### src/rtl/fetch_ctrl.sv
// rtl/fetch_ctrl.sv - instruction fetch sequencer between PC/instruction SRAM and the dual-entry FIFO
//
// Purpose: owns the fetch PC and keeps at most one request outstanding to the
// instruction memory. Returned instruction pairs are written into the FIFO, and
// the block handles branch/exception redirects. A response whose request was
// issued before a redirect is dropped and never reaches the FIFO.
//
// Ports:
//   clk, rst                  clock, synchronous active-high reset
//   redirect_valid/_pc        redirect request and target
//   inst_req/inst_addr        fetch request to instruction memory
//   inst_addr_ok              request accepted
//   inst_data_ok/_ok1/_ok2    response valid, per-word valid flags
//   inst_rdata1/2             response words at inst_addr and inst_addr+4
//   fifo_full/almost_full     FIFO occupancy (0 / <=1 free entries)
//   fifo_rst                  FIFO flush, pulses with redirect_valid
//   fifo_we*/waddr*/wdata*    FIFO write ports; fifo_wexp1 flags address error
//   pc_curr                   registered fetch PC
//
// Optional macro FETCH_PERF_EN: adds perf_fetch_cnt and perf_discard_cnt.
module fetch_ctrl #(
  parameter logic [31:0] RESET_PC = 32'hBFC0_0000
) (
  input  logic        clk,
  input  logic        rst,
  input  logic        redirect_valid,
  input  logic [31:0] redirect_pc,
  output logic        inst_req,
  output logic [31:0] inst_addr,
  input  logic        inst_addr_ok,
  input  logic        inst_data_ok,
  input  logic        inst_data_ok1,
  input  logic        inst_data_ok2,
  input  logic [31:0] inst_rdata1,
  input  logic [31:0] inst_rdata2,
  input  logic        fifo_full,
  input  logic        fifo_almost_full,
  output logic        fifo_rst,
  output logic        fifo_we1,
  output logic        fifo_we2,
  output logic [31:0] fifo_waddr1,
  output logic [31:0] fifo_waddr2,
  output logic [31:0] fifo_wdata1,
  output logic [31:0] fifo_wdata2,
  output logic        fifo_wexp1,
  output logic [31:0] pc_curr
`ifdef FETCH_PERF_EN
  ,
  output logic [31:0] perf_fetch_cnt,
  output logic [31:0] perf_discard_cnt
`endif
);

  typedef enum logic [1:0] {S_REQ, S_WAIT, S_DISCARD, S_HALT} state_e;

  state_e      state_q, state_d;
  logic [31:0] pc_q, pc_d;
  logic [31:0] pend_q, pend_d;
  logic        accept;
  logic        drop;
  logic [31:0] pc_inc;

  assign pc_curr   = pc_q;
  assign inst_addr = pc_q;

  // Advance by the number of words actually delivered; ok2 without ok1 is not usable.
  always_comb begin
    pc_inc = 32'd0;
    if (inst_data_ok1 && inst_data_ok2) pc_inc = 32'd8;
    else if (inst_data_ok1)             pc_inc = 32'd4;
  end

  always_comb begin
    state_d     = state_q;
    pc_d        = pc_q;
    pend_d      = pend_q;
    inst_req    = 1'b0;
    fifo_rst    = redirect_valid;
    fifo_we1    = 1'b0;
    fifo_we2    = 1'b0;
    fifo_waddr1 = pc_q;
    fifo_waddr2 = pc_q + 32'd4;
    fifo_wdata1 = inst_rdata1;
    fifo_wdata2 = inst_rdata2;
    fifo_wexp1  = 1'b0;
    accept      = 1'b0;
    drop        = 1'b0;

    case (state_q)
      S_REQ: begin
        if (redirect_valid) begin
          // Request is held low this cycle so the address can change safely.
          pc_d    = redirect_pc;
          state_d = S_REQ;
        end else if ((pc_q[1:0] != 2'b00) && !fifo_full) begin
          // Misaligned PC: emit a single exception entry and stop fetching.
          fifo_we1    = 1'b1;
          fifo_wexp1  = 1'b1;
          fifo_wdata1 = 32'd0;
          state_d     = S_HALT;
        end else begin
          // Two free entries required so any response fits without back-pressure.
          inst_req = ~fifo_full & ~fifo_almost_full;
          if (inst_req && inst_addr_ok) begin
            accept  = 1'b1;
            state_d = S_WAIT;
          end
        end
      end
      S_WAIT: begin
        if (inst_data_ok) begin
          state_d = S_REQ;
          if (redirect_valid) begin
            drop = 1'b1;
            pc_d = redirect_pc;
          end else begin
            fifo_we1 = inst_data_ok1;
            fifo_we2 = inst_data_ok1 & inst_data_ok2;
            pc_d     = pc_q + pc_inc;
          end
        end else if (redirect_valid) begin
          // Response still in flight: remember target, swallow the stale data.
          pend_d  = redirect_pc;
          state_d = S_DISCARD;
        end
      end
      S_DISCARD: begin
        if (redirect_valid) pend_d = redirect_pc;
        if (inst_data_ok) begin
          drop    = 1'b1;
          pc_d    = redirect_valid ? redirect_pc : pend_q;
          state_d = S_REQ;
        end
      end
      default: begin
        if (redirect_valid) begin
          pc_d    = redirect_pc;
          state_d = S_REQ;
        end
      end
    endcase

    if (rst) begin
      inst_req    = 1'b0;
      fifo_rst    = 1'b0;
      fifo_we1    = 1'b0;
      fifo_we2    = 1'b0;
      fifo_waddr1 = 32'd0;
      fifo_waddr2 = 32'd0;
      fifo_wdata1 = 32'd0;
      fifo_wdata2 = 32'd0;
      fifo_wexp1  = 1'b0;
    end
  end

  always_ff @(posedge clk) begin
    if (rst) begin
      state_q <= S_REQ;
      pc_q    <= RESET_PC;
      pend_q  <= 32'd0;
    end else begin
      state_q <= state_d;
      pc_q    <= pc_d;
      pend_q  <= pend_d;
    end
  end

`ifdef FETCH_PERF_EN
  always_ff @(posedge clk) begin
    if (rst) begin
      perf_fetch_cnt   <= 32'd0;
      perf_discard_cnt <= 32'd0;
    end else begin
      if (accept) perf_fetch_cnt   <= perf_fetch_cnt + 32'd1;
      if (drop)   perf_discard_cnt <= perf_discard_cnt + 32'd1;
    end
  end
`endif

endmodule

### config.mk
export PLATFORM = sky130hd
export DESIGN_NAME = fetch_ctrl
export DESIGN_NICKNAME = d
export VERILOG_FILES = /design/src/rtl/fetch_ctrl.sv
export SDC_FILE = /design/constraint.sdc
export NUM_CORES = 1
export LEC_CHECK = 0
export ABC_AREA = 1
export BUFFER_PORTS_ARGS = -buffer_cell sky130_fd_sc_hd__buf_2
export CORE_ASPECT_RATIO = 1.4
export CORE_UTILIZATION = 30
export DETAILED_ROUTE_END_ITERATION = 8
export PLACE_DENSITY = 0.55
export REMOVE_ABC_BUFFERS = 1
export SLEW_MARGIN = 20
export SYNTH_ARGS = -nofsm -noshare
export SYNTH_HDL_FRONTEND = slang
export SYNTH_SLANG_ARGS = --single-unit
### constraint.sdc
create_clock -name clk -period 4.7 [get_ports clk]
set_input_delay 0.94 -clock clk [delete_from_list [all_inputs] [get_ports clk]]
set_output_delay 0.94 -clock clk [all_outputs]
set_load 0.01 [all_outputs]
======== After elaboration in Yosys (flattened, before gate mapping) ========
Cells that the tools add are included.
storage, ports and cells
  memory bits (read-only) ................. 0
  output and inout port bits .............. 197
  memories ................................ 0
  memory bits (writable) .................. 0
  latch bits .............................. 0
  input port bits ......................... 105
  register bits ........................... 66
operators by class
  equal/unequal tests ..................... 7
  bitwise logic cells ..................... 4
  multipliers ............................. 0
  add/subtract/negate cells ............... 2
  div/mod/pow operators ................... 0
  shift-type cells ........................ 0
  magnitude comparators ................... 0
  muxes and demuxes ....................... 42
  reduce and logical (&&, ||, !) cells .... 12
operators by type and width
  operator                                                          number
  32-bit two-way mux                                                13
  32-bit one-hot mux with 2 select lines                            2
  32-bit by 3-bit adder with 32-bit output (second input constant)  1
  32-bit adder                                                      1
  1-bit two-way mux                                                 16
  2-bit two-way mux                                                 7
  2-bit != test (second input constant)                             3
  2-bit one-hot mux with 3 select lines                             1
  4-bit two-way mux                                                 1
  4-bit != test (second input constant)                             1
  4-bit AND reduction                                               1
  2-bit nonzero test                                                2
  4-bit nonzero test                                                1
  1-bit logical AND                                                 3
  3-bit two-way mux                                                 1
  3-bit != test (second input constant)                             1
  3-bit AND reduction                                               1
  3-bit nonzero test                                                1
  1-bit AND                                                         2
  2-bit by 1-bit == test with 1-bit output (second input constant)  1
  2-bit == test (second input constant)                             1
  2-bit logical NOT                                                 1
  1-bit inverter                                                    2
  1-bit one-hot mux with 2 select lines                             1
  other kinds (2)                                                   2

======== Longest topological paths before layout ========
  depth after elaboration ................. 7
  depth in mapped cells ................... 17
  gate-level depth less buffers ........... 17

======== Worst setup path before layout ========
Ideal clock, no wire load.
  path kind ............................... input to output
  start point ............................. input port rst
  end point ............................... output port fifo_waddr2[1]
  stages on the path ...................... 5
  path slack .............................. 1.700 ns
  buffers on the path ..................... 4
  data arrival time ....................... 2.060 ns
  path through ............................ clkbuf_1 -> clkbuf_1 -> clkbuf_1 -> nor2_1 -> buf_4
on the way
  cells in the longest elaborated chain, start to end .. 1
RTL lines
  item                line  RTL
  start: declaration  25    input logic rst,
  32-bit two-way mux  143   if (rst) begin
  end: declaration    42    output logic [31:0] fifo_waddr2,
Every way passes these cells.

======== Worst setup path after layout ========
  start point ............................. input port rst
  end point ............................... output port fifo_wdata1[10]
on the way
  cells in the longest elaborated chain, start to end .. 1
RTL lines
  item                line  RTL
  32-bit two-way mux  143
  end: declaration    43    output logic [31:0] fifo_wdata1,
Every way passes these cells.

==> results.sh <==
export IMPL_status="completed"
export IMPL_numClockSinks=66
export IMPL_fin_crit_sh_pct=72.7
export IMPL_stdcell_area_sq_um=7860
export IMPL_drc_errors=0
export IMPL_skew_ps=8.47
export IMPL_required_ps=3760
export IMPL_syn_to_final_growth_pct=27.5
export IMPL_antenna_cells=0
export IMPL_ys_ff_latch=66
export IMPL_critPathMaxFanout=39
export IMPL_final_setup_viol_count=0
export IMPL_cts_tree="yes"
export IMPL_first_pass_iters=5
export IMPL_netlist_area_sq_um=6160
export IMPL_cts_setup_buffers=0
export IMPL_min_path_type="register to register"
export IMPL_ir_worst_vdd_v=0.000317
export IMPL_grt_pass1_wl_um=39300
export IMPL_fin_crit_ps=3420
export IMPL_pwr_density_cell_nw_per_um2=576
export IMPL_start_util_pct=30.8
export IMPL_cts_max_level=3
export IMPL_grt_pass1_vias=7255
export IMPL_grt_max_degree=59
export IMPL_overflow=0
export IMPL_maxSlewViolCount=0
export IMPL_die_x_um=123
export IMPL_ys_seq_area_share_pct=21.4
export IMPL_layout_nets=1475
export IMPL_die_y_um=172
export IMPL_end_kind="primary output"
export IMPL_intPower_uw=2140
export IMPL_drive_gt1_share_pct=27.3
export IMPL_cts_resized=0
export IMPL_place_gp_congestion=0.867
export IMPL_clkPwrFrac_pct=14.8
export IMPL_wirelength_um=26000
export IMPL_ff_latch_area_sq_um=1320
export IMPL_yosysWarnings=0
export IMPL_postSynthCellCount=1125
export IMPL_fillCellCount=2276
export IMPL_clock_latency_ps=340
export IMPL_avgSynthCellArea_sq_um=5.48
export IMPL_worst_r2r_cell_count=11
export IMPL_drtIter0Drc=448
export IMPL_fmax_mhz=293
export IMPL_worst_pin_slew_ps=789
export IMPL_multi_input_area_sq_um=3780
export IMPL_p_leak_uw=0.00437
export IMPL_combPwrFrac_pct=58.4
export IMPL_p_sw_uw=2380
export IMPL_max_cap_violations=0
export IMPL_crit_path_start_kind="input port"
export IMPL_synth_distinct_cells=34
export IMPL_p_seq_share_pct=26.7
export IMPL_tns_ps=0
export IMPL_critPathArrivalTime_ps=2480
export IMPL_placedInstanceArea_sq_um=7580
export IMPL_fp_coreArea_sq_um=20000
export IMPL_wl_per_cell_um=16.1
export IMPL_clock_root_buffer="clkbuf_16"
export IMPL_grt_total_usage_pct=24.7
export IMPL_antenna_found_initial=2
export IMPL_rsz0062_at_grt="false"
export IMPL_crit_type="input port to primary output"
export IMPL_rows=61
export IMPL_hpwl_um=19600
export IMPL_finalHoldViolations=0
export IMPL_switching_share_pct=52.7
export IMPL_die_area_sq_um=21100
export IMPL_cts_buffer_depth=2
export IMPL_hold_depth=2
export IMPL_ant_nets=0
export IMPL_io_pins=302
export IMPL_holdBufCountCts=0
export IMPL_cts_buffers=9
export IMPL_routed_via_density=4.87
export IMPL_relSlewSlack_pct=47.4
export IMPL_clkTransAtPathRegs_ps=50
export IMPL_io_buffers=301
export IMPL_vias=7894
==> registers in the layout, indices dropped and copies added (netlist names) <==
signal     count
pend_q        32
state_q        2
inst_addr     32
==> routing by layer <==
layer | GRT usage [%] | vias to the layer above | routed length (um)
li1 | - | 3972 | -
met1 | 27.3 | 3464 | 10100
met2 | 47.0 | 415 | 13400
met3 | 3.65 | 41 | 2020
met4 | 8.17 | 2 | 516
met5 | 0 | - | 11
==> critical path, cell delays in order <==
cell and delay, ps:
buf_4 400, inv_1 340, nand2_1 220, buf_4 330
nor2_1 70, buf_2 140
==> power groups by stage <==
| stage | combinational, uW | sequential (uW) | clock, uW |
|---|---|---|---|
| floorplan | 1490 | 1210 | 0 |
| global placement | 2640 | 1220 | 0 |
| detailed placement | 2650 | 1220 | 0 |
| CTS | 2660 | 1210 | 684 |
| global route | 2980 | 1260 | 708 |
| finish | 2650 | 1210 | 671 |
==> path summary, 6_finish.rpt <==
check / from / end / slack (ps)
hold / removal: pend_q[23] / pend_q[23] / 500
setup / recovery: rst / fifo_wdata1[10] / 1280
setup reg to reg: state_q[1] / pend_q[13] / 2130
hold reg to reg: pend_q[23] / pend_q[23] / 500
==> stage by stage <==
stage / util (%) / hold WS (ps) / setup WS [ps] / cells / power [uW]
after detailed placement: 37.9 / 492 / 1280 / 1604 / 3870
after CTS: 39.3 / 500 / 1250 / 1620 / 4560
after global placement: 37.9 / 487 / 1320 / 1604 / 3860
after global routing: 39.3 / 520 / 1060 / 1620 / 4950
final: 39.3 / 497 / 1280 / 1620 / 4530
after floorplan: - / 470 / 1360 / 1037 / 2690
==> cell type report <==
class / instances / share of cell area [%]
tap: 252 / 4.01
sequential: 66 / 16.8
clock inverter: 3 / 0.509
multi-input combinational: 826 / 48.1
timing repair buffer: 315 / 20.5
clock buffer: 13 / 3.06
inverter: 145 / 6.93
==> cell usage in the layout (no fill, tap or decap) <==
master	n
and2_1	1
nor3b_1	1
nor4_1	2
nand3_1	37
o22ai_1	2
o221ai_1	2
clkbuf_16	9
nor2_4	11
nand2_4	1
inv_2	7
clkbuf_1	4
fa_1	1
clkinv_2	2
inv_1	138
nor2_2	14
nand2_2	12
buf_4	15
a21o_1	1
bufinv_16	1
ha_1	6
nand4_1	4
buf_2	300
nor3_2	1
o21ai_0	78
a21oi_1	74
o21ai_1	12
nor2_1	197
nand2_1	312
a31oi_1	25
nor3_1	12
a211oi_1	4
xor2_1	7
dfxtp_1	66
a21boi_0	5
o211ai_1	4
==> cells by family after synthesis <==
kind of cell,share of synthesized area [%]
AND/OR/NAND/NOR,40.8
XOR/XNOR,0.995
AO/OA/AOI/OAI,18.1
flip-flops,21.4
adder cells (fa/ha/maj),1.54
buffers and inverters,17.2
==> synthesized netlist by cell type (all sizes together) <==
| library cell | count | area [sq um] |
|---|---|---|
| ha | 6 | 75.1 |
| buf | 59 | 404 |
| nor3b | 1 | 7.51 |
| nand4 | 4 | 25.0 |
| nor3 | 13 | 70.1 |
| and2 | 1 | 6.26 |
| o211ai | 4 | 30.0 |
| o21ai | 90 | 450 |
| nand2 | 325 | 1260 |
| a21boi | 5 | 37.5 |
| nand3 | 37 | 185 |
| o22ai | 2 | 12.5 |
| inv | 145 | 544 |
| o221ai | 2 | 17.5 |
| nor4 | 2 | 12.5 |
| a21oi | 74 | 370 |
| clkbuf | 29 | 109 |
| xor2 | 7 | 61.3 |
| a31oi | 25 | 156 |
| nor2 | 222 | 951 |
| a211oi | 4 | 30.0 |
| dfxtp | 66 | 1320 |
| a21o | 1 | 7.51 |
| fa | 1 | 20.0 |
No activity file was read; power rests on OpenSTA's default activity.
